### src/rtl/pad_stream_feeder_pkg.sv
// Shared types and defaults for the padded stream feeder.
// The feeder reads one channel of a square feature map and streams it in raster order.
package pad_stream_feeder_pkg;

   localparam int DEF_DATA_WIDTH = 8;
   localparam int DEF_ADDR_WIDTH = 16;
   localparam int DEF_PAD_VALUE  = 0;

   typedef enum logic [1:0] {
      IDLE  = 2'd0,
      RUN   = 2'd1,
      DRAIN = 2'd2
   } feeder_state_t;

   // Edge length of the frame actually emitted, border included.
   function automatic logic [8:0] padded_dim(input logic [7:0] dim, input logic pad);
      return {1'b0, dim} + {7'b0, pad, 1'b0};
   endfunction

endpackage

### src/rtl/pad_stream_feeder_if.sv
// RAM read port plus pixel stream between the feeder (master) and RAM/window generator (slave).
interface pad_stream_feeder_if
   import pad_stream_feeder_pkg::*;
#(
   parameter int DATA_WIDTH = DEF_DATA_WIDTH,
   parameter int ADDR_WIDTH = DEF_ADDR_WIDTH
) ();

   logic                  mem_rd_en;
   logic [ADDR_WIDTH-1:0] mem_rd_addr;
   logic [DATA_WIDTH-1:0] mem_rd_data;

   // Stream: a pixel moves when new_data_valid && in_rd_en on a rising edge. Once raised,
   // new_data_valid and new_data hold until that transfer; valid never looks at in_rd_en,
   // while in_rd_en may depend combinationally on valid.
   logic [DATA_WIDTH-1:0] new_data;
   logic                  new_data_valid;
   logic                  in_rd_en;

   modport master (
      output mem_rd_en, mem_rd_addr, new_data, new_data_valid,
      input  mem_rd_data, in_rd_en
   );

   modport slave (
      input  mem_rd_en, mem_rd_addr, new_data, new_data_valid,
      output mem_rd_data, in_rd_en
   );

endinterface

### src/rtl/pad_stream_feeder_skid_fifo.sv
// Two-entry FIFO that absorbs the one-cycle RAM latency so the stream can run at full rate.
module feeder_skid_fifo
   import pad_stream_feeder_pkg::*;
#(
   parameter int DATA_WIDTH = DEF_DATA_WIDTH
) (
   input  logic                  clock,
   input  logic                  reset,
   input  logic                  i_push,
   input  logic [DATA_WIDTH-1:0] i_push_data,
   input  logic                  i_pop,
   output logic [DATA_WIDTH-1:0] o_data,
   output logic [1:0]            o_count
);

   logic [DATA_WIDTH-1:0] r_mem [2];
   logic                  r_wr_ptr;
   logic                  r_rd_ptr;
   logic [1:0]            r_count;

   always_ff @(posedge clock) begin
      if (reset) begin
         r_mem[0] <= '0;
         r_mem[1] <= '0;
         r_wr_ptr <= 1'b0;
         r_rd_ptr <= 1'b0;
         r_count  <= 2'd0;
      end else begin
         if (i_push) begin
            r_mem[r_wr_ptr] <= i_push_data;
            r_wr_ptr        <= ~r_wr_ptr;
         end
         if (i_pop) begin
            r_rd_ptr <= ~r_rd_ptr;
         end
         case ({i_push, i_pop})
            2'b10:   r_count <= r_count + 2'd1;
            2'b01:   r_count <= r_count - 2'd1;
            default: r_count <= r_count;
         endcase
      end
   end

   assign o_data  = r_mem[r_rd_ptr];
   assign o_count = r_count;

endmodule

### src/rtl/pad_stream_feeder.sv
// Raster-order feeder: walks (dim+2*pad)^2 positions, reads interior pixels from RAM,
// substitutes PAD_VALUE on the border, and streams through a 2-entry skid FIFO.
module pad_stream_feeder
   import pad_stream_feeder_pkg::*;
#(
   parameter int                    DATA_WIDTH = DEF_DATA_WIDTH,
   parameter int                    ADDR_WIDTH = DEF_ADDR_WIDTH,
   parameter logic [DATA_WIDTH-1:0] PAD_VALUE  = DATA_WIDTH'(DEF_PAD_VALUE)
) (
   input  logic                  clock,
   input  logic                  reset,
   input  logic                  start,
   input  logic [7:0]            input_dim,
   input  logic                  pad_en,
   input  logic [ADDR_WIDTH-1:0] base_addr,
   output logic                  busy,
   output logic                  done,
   output feeder_state_t         o_dbg_state,
   pad_stream_feeder_if.master   bus
);

   feeder_state_t         r_state;
   feeder_state_t         w_state_nxt;
   logic [8:0]            r_dim_p;
   logic                  r_pad;
   logic [8:0]            r_row;
   logic [8:0]            r_col;
   logic [ADDR_WIDTH-1:0] r_ptr;
   logic                  r_tag_valid;
   logic                  r_tag_pad;

   logic                  w_start_ok;
   logic [8:0]            w_in_p;
   logic [8:0]            w_cur_p;
   logic                  w_cur_pad;
   logic [8:0]            w_cur_row;
   logic [8:0]            w_cur_col;
   logic [ADDR_WIDTH-1:0] w_cur_ptr;
   logic                  w_active;
   logic [1:0]            w_fifo_count;
   logic [DATA_WIDTH-1:0] w_fifo_data;
   logic                  w_valid;
   logic                  w_pop;
   logic [2:0]            w_occ;
   logic                  w_issue;
   logic                  w_last_row;
   logic                  w_last_col;
   logic                  w_border;
   logic                  w_rd;
   logic                  w_drained;
   logic                  w_done;
   logic [DATA_WIDTH-1:0] w_push_data;

   assign w_start_ok = (r_state == IDLE) && start;
   assign w_in_p     = padded_dim(input_dim, pad_en);

   // Position (0,0) is issued in the start cycle itself, straight from the start-time inputs.
   assign w_cur_p   = (r_state == IDLE) ? w_in_p    : r_dim_p;
   assign w_cur_pad = (r_state == IDLE) ? pad_en    : r_pad;
   assign w_cur_row = (r_state == IDLE) ? 9'd0      : r_row;
   assign w_cur_col = (r_state == IDLE) ? 9'd0      : r_col;
   assign w_cur_ptr = (r_state == IDLE) ? base_addr : r_ptr;

   assign w_valid = (w_fifo_count != 2'd0);
   assign w_pop   = w_valid && bus.in_rd_en;

   // A pop in this cycle frees a slot, which keeps the stream at one pixel per cycle.
   assign w_occ    = {1'b0, w_fifo_count} + {2'b0, r_tag_valid} - {2'b0, w_pop};
   assign w_active = !reset && ((r_state == RUN) || (w_start_ok && (w_in_p != 9'd0)));
   assign w_issue  = w_active && (w_occ < 3'd2);

   assign w_last_row = (w_cur_row == w_cur_p - 9'd1);
   assign w_last_col = (w_cur_col == w_cur_p - 9'd1);
   assign w_border   = w_cur_pad && ((w_cur_row == 9'd0) || w_last_row ||
                                     (w_cur_col == 9'd0) || w_last_col);
   assign w_rd       = w_issue && !w_border;
   assign w_drained  = (w_fifo_count == 2'd0) && !r_tag_valid;

   always_comb begin
      w_state_nxt = r_state;
      w_done      = 1'b0;
      case (r_state)
         IDLE: begin
            if (start) begin
               if (w_in_p == 9'd0) begin
                  w_state_nxt = DRAIN;
               end else if (w_issue && w_last_row && w_last_col) begin
                  w_state_nxt = DRAIN;
               end else begin
                  w_state_nxt = RUN;
               end
            end
         end
         RUN: begin
            if (w_issue && w_last_row && w_last_col) begin
               w_state_nxt = DRAIN;
            end
         end
         DRAIN: begin
            if (w_drained) begin
               w_state_nxt = IDLE;
               w_done      = 1'b1;
            end
         end
         default: w_state_nxt = IDLE;
      endcase
   end

   always_ff @(posedge clock) begin
      if (reset) begin
         r_state     <= IDLE;
         r_dim_p     <= 9'd0;
         r_pad       <= 1'b0;
         r_row       <= 9'd0;
         r_col       <= 9'd0;
         r_ptr       <= '0;
         r_tag_valid <= 1'b0;
         r_tag_pad   <= 1'b0;
      end else begin
         r_state     <= w_state_nxt;
         r_tag_valid <= w_issue;
         r_tag_pad   <= w_border;
         if (w_start_ok) begin
            r_dim_p <= w_in_p;
            r_pad   <= pad_en;
            r_row   <= 9'd0;
            r_col   <= 9'd0;
            r_ptr   <= base_addr;
         end
         if (w_issue) begin
            r_row <= w_last_col ? w_cur_row + 9'd1 : w_cur_row;
            r_col <= w_last_col ? 9'd0 : w_cur_col + 9'd1;
            r_ptr <= w_border ? w_cur_ptr : w_cur_ptr + 1'b1;
         end
      end
   end

   assign w_push_data = r_tag_pad ? PAD_VALUE : bus.mem_rd_data;

   feeder_skid_fifo #(
      .DATA_WIDTH (DATA_WIDTH)
   ) u_fifo (
      .clock       (clock),
      .reset       (reset),
      .i_push      (r_tag_valid),
      .i_push_data (w_push_data),
      .i_pop       (w_pop),
      .o_data      (w_fifo_data),
      .o_count     (w_fifo_count)
   );

   assign bus.mem_rd_en      = w_rd;
   assign bus.mem_rd_addr    = w_rd ? w_cur_ptr : '0;
   assign bus.new_data       = w_fifo_data;
   assign bus.new_data_valid = w_valid;

   assign busy        = (r_state != IDLE);
   assign done        = w_done && !reset;
   assign o_dbg_state = r_state;

endmodule

### src/flat_wrapper.sv
// flat-port wrapper written by rule: the top's interface ports become plain ports
module pad_stream_feeder_flat import pad_stream_feeder_pkg::*;
#(
   parameter int                    DATA_WIDTH = DEF_DATA_WIDTH,
   parameter int                    ADDR_WIDTH = DEF_ADDR_WIDTH,
   parameter logic [DATA_WIDTH-1:0] PAD_VALUE  = DATA_WIDTH'(DEF_PAD_VALUE)
)
  (clock, reset, start, input_dim, pad_en, base_addr, busy, done, o_dbg_state, bus_mem_rd_en, bus_mem_rd_addr, bus_new_data, bus_new_data_valid, bus_mem_rd_data, bus_in_rd_en);
  pad_stream_feeder_if #(.DATA_WIDTH(DATA_WIDTH), .ADDR_WIDTH(ADDR_WIDTH)) bus_i ();
  input  logic clock;
  input  logic reset;
  input  logic start;
  input  logic [7:0] input_dim;
  input  logic pad_en;
  input  logic [ADDR_WIDTH-1:0] base_addr;
  output logic busy;
  output logic done;
  output feeder_state_t o_dbg_state;
  output wire logic [$bits(bus_i.mem_rd_en)-1:0] bus_mem_rd_en;
  output wire logic [$bits(bus_i.mem_rd_addr)-1:0] bus_mem_rd_addr;
  output wire logic [$bits(bus_i.new_data)-1:0] bus_new_data;
  output wire logic [$bits(bus_i.new_data_valid)-1:0] bus_new_data_valid;
  input wire logic [$bits(bus_i.mem_rd_data)-1:0] bus_mem_rd_data;
  input wire logic [$bits(bus_i.in_rd_en)-1:0] bus_in_rd_en;
  assign bus_mem_rd_en = bus_i.mem_rd_en;
  assign bus_mem_rd_addr = bus_i.mem_rd_addr;
  assign bus_new_data = bus_i.new_data;
  assign bus_new_data_valid = bus_i.new_data_valid;
  assign bus_i.mem_rd_data = bus_mem_rd_data;
  assign bus_i.in_rd_en = bus_in_rd_en;
  pad_stream_feeder #(.DATA_WIDTH(DATA_WIDTH), .ADDR_WIDTH(ADDR_WIDTH), .PAD_VALUE(PAD_VALUE)) u_core (.clock(clock), .reset(reset), .start(start), .input_dim(input_dim), .pad_en(pad_en), .base_addr(base_addr), .busy(busy), .done(done), .o_dbg_state(o_dbg_state), .bus(bus_i));
endmodule
### config.mk
export PLATFORM = sky130hd
export DESIGN_NAME = pad_stream_feeder_flat
export DESIGN_NICKNAME = d
export VERILOG_FILES = /design/src/rtl/pad_stream_feeder_pkg.sv /design/src/rtl/pad_stream_feeder_if.sv /design/src/rtl/pad_stream_feeder_skid_fifo.sv /design/src/rtl/pad_stream_feeder.sv /design/src/flat_wrapper.sv
export SDC_FILE = /design/constraint.sdc
export NUM_CORES = 1
export LEC_CHECK = 0
export ABC_AREA = 0
export CAP_MARGIN = 10
export CORE_ASPECT_RATIO = 2
export CORE_MARGIN = 2
export CORE_UTILIZATION = 30
export DETAILED_ROUTE_END_ITERATION = 8
export PLACE_DENSITY = 0.5
export RECOVER_POWER = 50
export SYNTH_ARGS = -nofsm -noshare
export SYNTH_HDL_FRONTEND = slang
export SYNTH_SLANG_ARGS = --single-unit
### constraint.sdc
create_clock -name clock -period 3.7 [get_ports clock]
set_input_delay 0.555 -clock clock [delete_from_list [all_inputs] [get_ports clock]]
set_output_delay 0.555 -clock clock [all_outputs]
set_load 0.01 [all_outputs]
After elaboration in Yosys (flattened, before gate mapping)
Memories as Yosys holds them, arrays and structs flattened. A register that Yosys moved wholly into a read port is not among the register bits.
Index checks and enable logic that the tools add are counted.

word-level totals
  flip-flop bits (word level) = 52
  RAM bits = 16
  input port bits = 37
  output and inout bits = 30
  word-level logic and storage cells = 97
  memories = 1

cells by class
  add/subtract/negate cells = 9
  $lt $le $gt $ge = 1
  eq/ne operators = 9
  muxes and demuxes = 34
  bitwise operators = 2
  reductions and logical operators = 30

memory list
  memory               words  bits a word  rd ports  clocked after memory_dff  wr ports  RTL line                           source
  u_core.u_fifo.r_mem  2      8            1         1                         2         pad_stream_feeder_skid_fifo.sv:16  logic [DATA_WIDTH-1:0] r_mem [2];

operators by type and width
  operator               number
  $mux 16                5
  $mux 9                 8
  $logic_not 9->1        3
  $add 9x1->9 const B    2
  $eq 9x9->1             2
  $add 16x1->16 const B  1
  $mux 8                 2
  $mux 1                 12
  $logic_and 1x1->1      11
  $mux 2                 5
  $add 8x2->9            1
  $reduce_bool 9->1      1
  $sub 9x1->9 const B    1
  $reduce_bool 2->1      4
  $reduce_or 8->1        1
  $pmux 2 s3             1
  $eq 2x1->1 const B     2
  $eq 2x2->1 const B     2
  $logic_not 2->1        2
  $logic_or 1x1->1       4
  $ne 2x2->1 const B     2
  $pmux 2 s2             1
  $add 2x1->3            1
  $logic_not 1->1        3
  7 further kinds        8

Depth between registers and ports, before layout
Gate-level depths: netlist of the first run.

  word-level depth = 12
  gate-level depth with buffers = 19
  gate-level depth less buffers = 13

By module
Synthesis of the first run repeated with hierarchy kept, for this count alone.

second synthesis, totals
  cell total of the unflattened synthesis = 597
  area total of the unflattened synthesis = 4986.0 sq um

by module, submodules not included
  module             instances  cells each  area each (sq um)  seq. area each (sq um)
  pad_stream_feeder  1          524         4091.4             960.9
  feeder_skid_fifo   1          73          894.6              580.6

Least setup slack after synthesis of the first run
Ideal clock, no wire load.

  kind = reg-to-output
  start point = register u_core.r_state[1], in the netlist u_core.o_dbg_state[1]
  end point = output port bus_mem_rd_addr[10]
  data arrival time = 3551 ps
  required time = 3145 ps
  slack = -406 ps
  stages on the path, launching flop included = 19
  buffers on the path = 6
  path through = dfxtp_1 -> buf_6 -> nor2_8 -> inv_2 -> buf_2 -> clkbuf_1 -> buf_1 -> a21oi_1 -> ha_1 -> a21boi_0 -> or2_2 -> o2111a_1 -> o31ai_2 -> o31a_2 -> a21o_1 -> buf_2 -> nand2_2 -> buf_4 -> nor2_1

on the way
  cells in the longest elaborated chain, start to end = 11
  elaborated cells on any way between the ends = 24
  those cells by class = add/sub (1); eq/ne (3); mux (6); reduce/logical (14)

RTL lines
  element                         RTL line                                          source
  from (decl)                     pad_stream_feeder.sv:22                           feeder_state_t r_state;
  from (signal assigned)          pad_stream_feeder.sv:120                          r_state <= w_state_nxt;
  $logic_not 2->1                 --
  $mux 9                          pad_stream_feeder.sv:58                           assign w_cur_p = (r_state == IDLE) ? w_in_p : r_dim_p;
  $sub 9x1->9                     pad_stream_feeder.sv:72, pad_stream_feeder.sv:73
  $eq 9x9->1                      pad_stream_feeder.sv:72                           assign w_last_row = (w_cur_row == w_cur_p - 9'd1);
  $logic_or 1x1->1 (2 in series)  pad_stream_feeder.sv:74                           assign w_border = w_cur_pad && ((w_cur_row == 9'd0) || w_last_row ||
  $logic_or 1x1->1                pad_stream_feeder.sv:75                           (w_cur_col == 9'd0) || w_last_col);
  $logic_and 1x1->1               pad_stream_feeder.sv:74
  $logic_not 1->1                 pad_stream_feeder.sv:76                           assign w_rd = w_issue && !w_border;
  $logic_and 1x1->1               pad_stream_feeder.sv:76
  $mux 16 (*)                     pad_stream_feeder.sv:153                          assign bus.mem_rd_addr = w_rd ? w_cur_ptr : '0;
  to (decl)                       flat_wrapper.sv:20                                output wire logic [$bits(bus_i.mem_rd_addr)-1:0] bus_mem_rd_addr;

Every way passes the cells marked *; elsewhere a longest branch is shown, timed or not.

Worst setup path after layout of the first run
  start point = input port pad_en
  end point = output port bus_mem_rd_addr[3]

on the way
  cells in the longest elaborated chain, start to end = 11
  elaborated cells on any way between the ends = 18
  those cells by class = add/sub (2); eq/ne (2); mux (3); reduce/logical (11)

RTL lines
  element                         RTL line                                          source
  from (decl)                     flat_wrapper.sv:14                                input logic pad_en;
  $add 8x2->9 (*)                 pad_stream_feeder_pkg.sv:17                       return {1'b0, dim} + {7'b0, pad, 1'b0};
  net u_core.w_in_p[2]            pad_stream_feeder.sv:33                           logic [8:0] w_in_p;
  $mux 9                          pad_stream_feeder.sv:58
  $sub 9x1->9                     pad_stream_feeder.sv:72, pad_stream_feeder.sv:73
  $eq 9x9->1                      pad_stream_feeder.sv:72
  $logic_or 1x1->1 (2 in series)  pad_stream_feeder.sv:74
  $logic_or 1x1->1                pad_stream_feeder.sv:75
  $logic_and 1x1->1               pad_stream_feeder.sv:74
  $logic_not 1->1                 pad_stream_feeder.sv:76
  $logic_and 1x1->1 (*)           pad_stream_feeder.sv:76
  $mux 16 (*)                     pad_stream_feeder.sv:153

Mark *: on every way through the listed nets, which the timed path passes. The rest lies on a longest branch.

==> results of run 1 <==
## final cells by class
class / count / area [µm²]
fillers: 1763 / 9950
flip-flops and latches: 69 / 1540
clock inverters: 7 / 50.0
well taps: 210 / 263
clock buffers: 9 / 225
multi-input cells: 516 / 3710
repair buffers: 155 / 1390
inverters: 16 / 62.6
## flip-flops by register name, indices dropped and copies added, names as in the netlist, named ones only
register,count
u_core.r_tag_pad,1
u_core.u_fifo.r_rd_ptr,1
u_core.u_fifo.r_wr_ptr,1
u_core.r_dim_p,9
u_core.o_dbg_state,2
u_core.r_ptr,16
u_core.r_row,9
u_core.r_col,9
u_core.r_tag_valid,1
u_core.r_pad,1
u_core.u_fifo.r_mem,16
u_core.u_fifo.o_count,2
## kinds of logic after synthesis
kind of cell             count (synthesis)  synth area share [%]
adder cells (fa/ha/maj)                 11                  2.77
multiplexers                            32                  6.29
AO/OA/AOI/OAI                          145                  20.6
XOR/XNOR                                37                  6.72
buffers and inverters                   65                  5.77
flip-flops                              69                  29.4
AND/OR/NAND/NOR                        291                  28.5
## cells in the final DEF (no fill, tap or decap), types with 19 or more instances in the layout
master / netlist / routed
a21oi_1: 41 / 38
buf_4: 3 / 78
buf_6: 4 / 23
clkdlybuf4s50_1: 0 / 41
dfxtp_1: 53 / 53
mux2i_1: 24 / 23
nand2_1: 68 / 68
nor2_1: 77 / 61
nor4_1: 21 / 19
o21ai_0: 21 / 20
xnor2_1: 22 / 21
## per-layer routing
metal  up-vias  routed length, µm
li1       2606                  -
met1      2644               6620
met2       121               9720
met3        40                512
met4         0                790
met5         -                  0
## worst max-delay path: stages
cell and delay (ns):
buf_8 0.10, ha_4 0.16, ha_4 0.27, buf_6 0.10, or3b_4 0.40, and3b_2 0.24
or2_4 0.26, o41ai_4 0.07, o31ai_4 0.12, o31a_2 0.35, a21o_1 0.20, nand2_4 0.12
buf_12 0.16, nor2_4 0.04, buf_6 0.14
## power by group through the flow
stage	combinational, mW	clock [mW]	sequential (mW)
floorplan	0.955	0	0.999
global placement	1.51	0	1.02
detailed placement	1.54	0	1.03
CTS	1.61	0.830	1.02
global route	1.78	0.861	1.04
finish	1.63	0.819	1.01
## timing repair
item | CTS | global route
endpoints found under the setup margin | 35 | 28
cloned | 1 | 0
gates resized for setup | 109 | 48
buffers inserted | 7 | 5
pin swaps | 18 | 23
hold buffers | 0 | 0
## final timing paths
kind / end / start
worst min register to register: u_core.r_pad$_SDFFE_PP0P_ / u_core.r_pad$_SDFFE_PP0P_
worst max register to register: u_core.r_row[7]$_SDFFE_PP0P_ / u_core.u_fifo.o_count[1]$_SDFFE_PP0N_
worst min-delay path: u_core.r_pad$_SDFFE_PP0P_ / u_core.r_pad$_SDFFE_PP0P_
worst max-delay path: bus_mem_rd_addr[3] / pad_en
==> impl_metrics.py, run 1 <==
metrics = {
    "die": {
        "die_x_um": 97.5,
        "core_area_um2": 17200,
        "die_h_um": 191,
        "dieArea_um2": 18600,
        "num_io_pins": 67,
        "initial_utilization_pct": 30.5,
        "rows": 68,
    },
    "timing": {
        "slew_violations": 0,
        "setup_viol": 17,
        "fin_tns_setup_ns": -1.98,
        "rsz0062_at_grt": "yes",
        "max_freq_mhz": 261,
        "worst-slew-pin-transition_ns": 0.832,
        "fin_crit_sh_pct": 104,
        "fin_crit_ns": 3.83,
        "finClkSkew_ns": 0.00918,
        "worst_slack_ns": -0.132,
        "hold_violations": 0,
        "hold_ws_ns": 0.472,
        "max_slew_margin_pct": 44.4,
    },
    "synthesis": {
        "synth-seq-cells": 69,
        "yosys_warnings": 0,
        "synth_edf_count": 16,
        "synth_ff_type": "dfxtp_1",
        "async_reset_ff_share_pct": 0,
        "synthCells": 650,
        "synth-seq-area-share_pct": 29.4,
        "synth_top_area_share_pct": 20.2,
        "syn_nets": 698,
        "netlist_top_cells_area": "dfxtp_1 20%, edfxtp_1 9.2%, nor2_1 5.5%",
        "netlist.top_cell.by_area": "dfxtp_1",
        "synth.distinct_cells": 83,
        "synth.avg_cell_area_um2": 8.07,
        "synth.most_common_cell": "nor2_1",
        "synthTopCellsByCount": "77 x nor2_1, 68 x nand2_1, 53 x dfxtp_1, 41 x a21oi_1, 24 x mux2i_1",
        "syn_area_um2": 5250,
    },
    "global_routing": {
        "track_usage_pct": 19.4,
        "gr-usage-met2_pct": 36.6,
        "top_usage_layer": "met2",
        "grt-ovfl-total": 0,
        "antenna_found_initial": 0,
        "grt_pass1_vias": 5649,
        "grt_first_pass_wirelength_mm": 29.0,
        "use_met3_pct": 2.49,
        "grt_max_degree": 58,
        "met1_usage_pct": 20.3,
    },
    "clock_network": {
        "cts_tree": "yes",
        "cts-root-buf": "clkbuf_16",
        "cts_buffers": 9,
        "htree_num_levels": 3,
        "clk_pin_slew_worst_paths_ns": 0.06,
        "cts_sinks": 69,
        "cts.path.max_buffers": 2,
        "insertion_delay_ns": 0.35,
    },
    "power_and_ir_drop": {
        "p_sw_mw": 1.33,
        "internal_power_mw": 2.13,
        "p_clk_share_pct": 23.7,
        "combinationalPowerShare_pct": 47.0,
        "max-vdd-ir-drop_uv": 271,
        "swShare_pct": 38.4,
        "power_density_nw_per_um2": 478,
        "sequentialPowerShare_pct": 29.3,
        "leakage_nw": 2.85,
        "p_total_mw": 3.46,
    },
    "worst_setup_path": {
        "critPathKind": "input pin to output port",
        "crit_path_max_fanout": 6,
        "endpoint_kind": "output port",
        "ff2ff_setup_slack_ns": 0.29,
        "critPathLaunchType": "input pin",
        "cp.required_ns": 3.14,
        "crit_arrival_ns": 3.28,
        "r2r_cells": 14,
    },
    "finish": {
        "syn_to_final_growth_pct": 37.9,
        "antenna_cells": 0,
        "fin_area_um2": 7240,
        "nets": 815,
        "drive_above_1_share_pct": 26.0,
        "post-route-util_pct": 42.1,
        "fin_cells": 982,
    },
    "job": {
        "maxCapViolCount": 0,
    },
    "placement": {
        "dpl_cell_area_um2": 6660,
        "dp_slack_ns": -0.958,
        "post-place-cells": 957,
        "place_congestion": 0.887,
        "portBuffers": 66,
        "hpwl_mm": 12.9,
    },
    "hold_path": {
        "whs_path_depth": 2,
        "hold_path.class": "register to register",
    },
    "status": {
        "failed_checks": "negative setup slack",
        "status": "finished, violations left",
    },
    "route": {
        "totalWireLength_mm": 17.6,
        "drtIter0Drc": 302,
        "wl_per_cell_um": 18.0,
        "final_antenna_net_count": 0,
        "drc_errors": 0,
        "vias": 5411,
        "drt-pass1-iter-count": 4,
        "post_drt_via_cell_ratio": 5.51,
    },
}
No activity file was read; power rests on OpenSTA's default activity.
==> run 2, diff against run 1 <==
- CORE_UTILIZATION: 30 -> 37
- PLACE_DENSITY: 0.5 -> 0.59
==> impl_metrics.py, run 2 (synthesis gave the netlist of run 1 again) <==
metrics = {
    "clock_network": {
        "cts_buffers": 9,
        "insertion_delay_ns": 0.34,
        "cts.path.max_buffers": 2,
        "cts_tree": "yes",
        "cts_sinks": 69,
        "clk_pin_slew_worst_paths_ns": 0.06,
        "cts-root-buf": "clkbuf_16",
        "htree_num_levels": 3,
    },
    "route": {
        "drc_errors": 0,
        "final_antenna_net_count": 0,
        "drt-pass1-iter-count": 4,
        "post_drt_via_cell_ratio": 5.64,
        "wl_per_cell_um": 17.7,
        "totalWireLength_mm": 17.0,
        "drtIter0Drc": 239,
        "vias": 5401,
    },
    "finish": {
        "top_regs": "u_core.r_ptr x16, u_core.u_fifo.r_mem x16",
        "multiInputGateArea_um2": 3660,
        "layout_commonest_cell": "buf_4",
        "syn_to_final_growth_pct": 37.0,
        "post-route-util_pct": 51.7,
        "fill_cells": 1379,
        "fin_area_um2": 7190,
        "drive_above_1_share_pct": 25.9,
        "fin_cells": 958,
        "final_cell_mix": "76 x buf_4, 68 x nand2_1, 61 x nor2_1",
        "antenna_cells": 0,
        "regArea_um2": 1540,
        "nets": 812,
    },
    "placement": {
        "dp_slack_ns": -0.932,
        "portBuffers": 66,
        "hpwl_mm": 12.5,
        "place_congestion": 0.933,
        "dpl_cell_area_um2": 6640,
        "post-place-cells": 935,
    },
    "worst_setup_path": {
        "path_cells": "buf_8 -> ha_4 -> ha_4 -> buf_6 -> or3b_4 -> and3b_2 -> or2_4 -> o2111a_1 -> o31ai_2 -> o31a_2 -> a21o_1 -> nand2_4 -> buf_12 -> buf_12 -> nor2_4 -> buf_6",
        "critPathTopFamily": "simple AND/OR/NAND/NOR gates",
        "path_depth": 16,
        "r2r_cells": 10,
        "cp_slowest_cell": "or3b_4",
        "r2r_end": "u_core.r_ptr[15]$_SDFFE_PP0P_",
        "critPathBufInv": 5,
        "crit_end": "bus_mem_rd_addr[0]",
        "critPathLaunchType": "input pin",
        "critPathKind": "input pin to output port",
        "worstSetupStartpoint": "pad_en",
        "crit_arrival_ns": 3.34,
        "endpoint_kind": "output port",
        "ff2ff_setup_slack_ns": 0.15,
        "slowest_delay_ns": 0.39,
        "cp.required_ns": 3.14,
        "reg2reg_from": "u_core.o_dbg_state[0]$_SDFFE_PP0P_",
        "crit_path_max_fanout": 6,
    },
    "global_routing": {
        "track_usage_pct": 22.8,
        "met1_usage_pct": 23.2,
        "grt_first_pass_wirelength_mm": 27.1,
        "grt_pass1_vias": 5593,
        "antenna_found_initial": 0,
        "grt_max_degree": 58,
        "gr-usage-met2_pct": 43.2,
        "top_usage_layer": "met2",
        "grt-ovfl-total": 0,
        "use_met3_pct": 2.96,
    },
    "timing": {
        "fin_tns_setup_ns": -2.78,
        "setup_viol": 17,
        "max_freq_mhz": 257,
        "worst-slew-pin-transition_ns": 0.866,
        "hold_violations": 0,
        "fin_crit_sh_pct": 105,
        "rsz0062_at_grt": "yes",
        "finClkSkew_ns": 0.00657,
        "worst_slack_ns": -0.197,
        "hold_ws_ns": 0.457,
        "fin_crit_ns": 3.90,
        "slew_violations": 0,
        "max_slew_margin_pct": 42.3,
    },
    "die": {
        "die_x_um": 88.2,
        "dieArea_um2": 15200,
        "num_io_pins": 67,
        "die_h_um": 172,
        "rows": 61,
        "core_area_um2": 13900,
        "initial_utilization_pct": 37.8,
    },
    "power_and_ir_drop": {
        "max-vdd-ir-drop_uv": 292,
        "p_total_mw": 3.50,
        "power_density_nw_per_um2": 487,
        "leakage_nw": 2.87,
    },
    "status": {
        "status": "finished, violations left",
        "failed_checks": "negative setup slack",
    },
    "job": {
        "maxCapViolCount": 0,
    },
    "hold_path": {
        "hold_path.class": "register to register",
    },
}
-- run 2: changes by cell type in the layout (fill, tap and decap cells not counted), sizes merged, moves of 2 or more --
cell | previous run | this run
clkdlybuf4s50 | 41 | 33
dlygate4sd3 | 2 | 9
buf | 106 | 102
clkinvlp | 3 | 1
dlymetal6s2s | 1 | 3
inv | 18 | 20
-- run 2: where the power goes --
group	leakage, nW	internal (mW)	switching (mW)
combinational	2.12	0.744	0.851
sequential	0.602	0.916	0.0961
clock	0.147	0.530	0.364
-- run 2: what timing repair did --
action | 4_1_cts | 5_1_grt
buffers inserted | 5 | 2
hold endpoints to repair | 0 | 0
gates cloned | 1 | 0
pin swaps | 19 | 20
setup endpoints to repair | 24 | 23
gates resized for setup | 103 | 41
hold buffers | 0 | 0
-- run 2: how the worst min path moves through the flow --
stage / startpoint / to / slack (ns) / cells past startpoint
final: u_core.r_pad$_SDFFE_PP0P_ / u_core.r_pad$_SDFFE_PP0P_ / 0.46 / 2
after global routing: u_core.r_pad$_SDFFE_PP0P_ / u_core.r_pad$_SDFFE_PP0P_ / 0.49 / 2
after CTS: u_core.r_pad$_SDFFE_PP0P_ / u_core.r_pad$_SDFFE_PP0P_ / 0.46 / 2
after detailed placement: u_core.r_pad$_SDFFE_PP0P_ / u_core.r_pad$_SDFFE_PP0P_ / 0.45 / 2
after global placement: u_core.r_pad$_SDFFE_PP0P_ / u_core.r_pad$_SDFFE_PP0P_ / 0.44 / 2
after floorplan: u_core.r_pad$_SDFFE_PP0P_ / u_core.r_pad$_SDFFE_PP0P_ / 0.44 / 2
-- run 2: tightest hold or removal path: stages (launching register included) --
cell	delay, ns
dfxtp_1	0.31
nand2_1	0.05
a21oi_1	0.05
-- run 2: routing by layer --
metal | routed length (µm) | vias to the layer above
met5 | 0 | -
met4 | 843 | 0
met3 | 510 | 58
met2 | 9460 | 136
met1 | 6170 | 2603
li1 | - | 2604
-- run 2: cell type report --
type	count	area share, %
Multi-Input combinational cell	516	50.9
Timing Repair Buffer	152	19.2
Clock inverter	7	1.08
Tap cell	189	3.29
Inverter	16	0.905
Clock buffer	9	3.13
Sequential cell	69	21.4
==> run 3, diff against run 2 <==
- CELL_PAD_IN_SITES_DETAIL_PLACEMENT: default -> 1
- CELL_PAD_IN_SITES_GLOBAL_PLACEMENT: default -> 1
- PLACE_DENSITY: 0.59 -> 0.76
- REMOVE_ABC_BUFFERS: default -> 1
==> impl_metrics.py, run 3 (synthesis gave the netlist of run 1 again) <==
metrics = {
    "timing": {
        "worst-slew-pin-transition_ns": 1.18,
        "hold_violations": 0,
        "finClkSkew_ns": 0.00732,
        "slew_violations": 0,
        "worst_slack_ns": -0.129,
        "fin_crit_sh_pct": 103,
        "setup_viol": 17,
        "fin_tns_setup_ns": -1.12,
        "max_slew_margin_pct": 21.4,
        "rsz0062_at_grt": "yes",
        "fin_crit_ns": 3.83,
        "max_freq_mhz": 261,
    },
    "power_and_ir_drop": {
        "p_total_mw": 3.60,
        "max-vdd-ir-drop_uv": 217,
        "power_density_nw_per_um2": 499,
        "leakage_nw": 2.89,
    },
    "die": {
        "dieArea_um2": 15200,
        "core_area_um2": 13900,
        "num_io_pins": 67,
        "die_x_um": 88.2,
        "initial_utilization_pct": 37.8,
        "die_h_um": 172,
        "rows": 61,
    },
    "finish": {
        "post-route-util_pct": 51.9,
        "multiInputGateArea_um2": 3680,
        "drive_above_1_share_pct": 26.6,
        "final_cell_mix": "81 x buf_4, 68 x nand2_1, 63 x nor2_1",
        "nets": 817,
        "antenna_cells": 0,
        "syn_to_final_growth_pct": 37.4,
        "regArea_um2": 1540,
        "top_regs": "u_core.r_ptr x16, u_core.u_fifo.r_mem x16",
        "fill_cells": 1694,
        "layout_commonest_cell": "buf_4",
    },
    "hold_path": {
        "hold_path.class": "register to register",
        "whs_path_depth": 2,
    },
    "clock_network": {
        "htree_num_levels": 3,
        "insertion_delay_ns": 0.34,
        "cts-root-buf": "clkbuf_16",
        "cts_buffers": 9,
        "cts_tree": "yes",
        "cts_sinks": 69,
        "cts.path.max_buffers": 2,
        "clk_pin_slew_worst_paths_ns": 0.06,
    },
    "placement": {
        "hpwl_mm": 14.1,
        "portBuffers": 66,
        "place_congestion": 0.907,
    },
    "global_routing": {
        "grt_max_degree": 58,
        "grt-ovfl-total": 0,
        "grt_first_pass_wirelength_mm": 31.1,
        "grt_pass1_vias": 6358,
        "track_usage_pct": 26.4,
        "antenna_found_initial": 0,
    },
    "worst_setup_path": {
        "critPathLaunchType": "input pin",
        "ff2ff_setup_slack_ns": 0.18,
        "crit_path_max_fanout": 4,
        "r2r_cells": 14,
        "endpoint_kind": "output port",
        "cp.required_ns": 3.14,
        "crit_arrival_ns": 3.27,
        "critPathKind": "input pin to output port",
    },
    "route": {
        "vias": 5631,
        "totalWireLength_mm": 19.6,
        "drc_errors": 0,
        "drt-pass1-iter-count": 7,
        "post_drt_via_cell_ratio": 5.85,
        "drtIter0Drc": 190,
        "wl_per_cell_um": 20.4,
        "final_antenna_net_count": 0,
    },
    "job": {
        "maxCapViolCount": 0,
    },
    "status": {
        "status": "finished, violations left",
        "failed_checks": "negative setup slack",
    },
}
-- run 3: per-layer routing --
| layer | vias to the layer above | wire, µm | GRT usage, % |
|---|---|---|---|
| li1 | 2615 | - | - |
| met1 | 2777 | 6670 | 23.7 |
| met2 | 159 | 11100 | 51.4 |
| met3 | 80 | 571 | 3.96 |
| met4 | 0 | 1240 | 18.0 |
| met5 | - | 0 | 0 |
-- run 3: cell type report --
cell class | count | area share [%]
Clock buffer | 9 | 3.12
Multi-Input combinational cell | 516 | 51.1
Tap cell | 189 | 3.28
Sequential cell | 69 | 21.4
Clock inverter | 7 | 0.885
Inverter | 16 | 0.868
Timing Repair Buffer | 157 | 19.4
-- run 3: per-stage QoR --
step	setup WS (ns)	hold slack [ns]	instances	area, µm²
final	-0.129	0.461	963	7210
after global routing	-0.233	0.478	963	7210
after CTS	-0.199	0.462	965	7170
after detailed placement	-1.03	0.454	939	6560
after global placement	-0.857	0.443	939	6560
after floorplan	-0.654	0.430	601	5000
-- run 3: worst max-delay path: stages --
cell     delay (ns)
buf_6          0.10
ha_4           0.16
ha_4           0.26
or3b_4         0.40
and3_4         0.20
buf_4          0.12
o31a_1         0.14
a21oi_2        0.12
a21oi_1        0.09
o31a_4         0.37
a21o_1         0.20
nand2_4        0.14
buf_12         0.14
buf_12         0.11
nor2_4         0.03
buf_6          0.13
-- run 3: path summary, 6_finish.rpt --
kind / startpoint / to
worst max-delay path: pad_en / bus_mem_rd_addr[13]
worst min-delay path: u_core.r_pad$_SDFFE_PP0P_ / u_core.r_pad$_SDFFE_PP0P_
worst max register to register: u_core.u_fifo.o_count[1]$_SDFFE_PP0N_ / u_core.r_row[7]$_SDFFE_PP0P_
worst min register to register: u_core.r_pad$_SDFFE_PP0P_ / u_core.r_pad$_SDFFE_PP0P_
-- run 3: timing repair --
item | 4_1_cts | 5_1_grt
endpoints found under the setup margin | 39 | 19
pin swaps | 23 | 10
buffers inserted | 8 | 0
hold endpoints to repair | 0 | 0
hold buffers | 0 | 0
cloned | 2 | 0
resized for setup | 143 | 16
-- run 3: power breakdown --
part,internal [mW],switching [mW],total [mW]
clock network,0.470,0.393,0.863
logic,0.813,0.901,1.71
registers,0.916,0.105,1.02
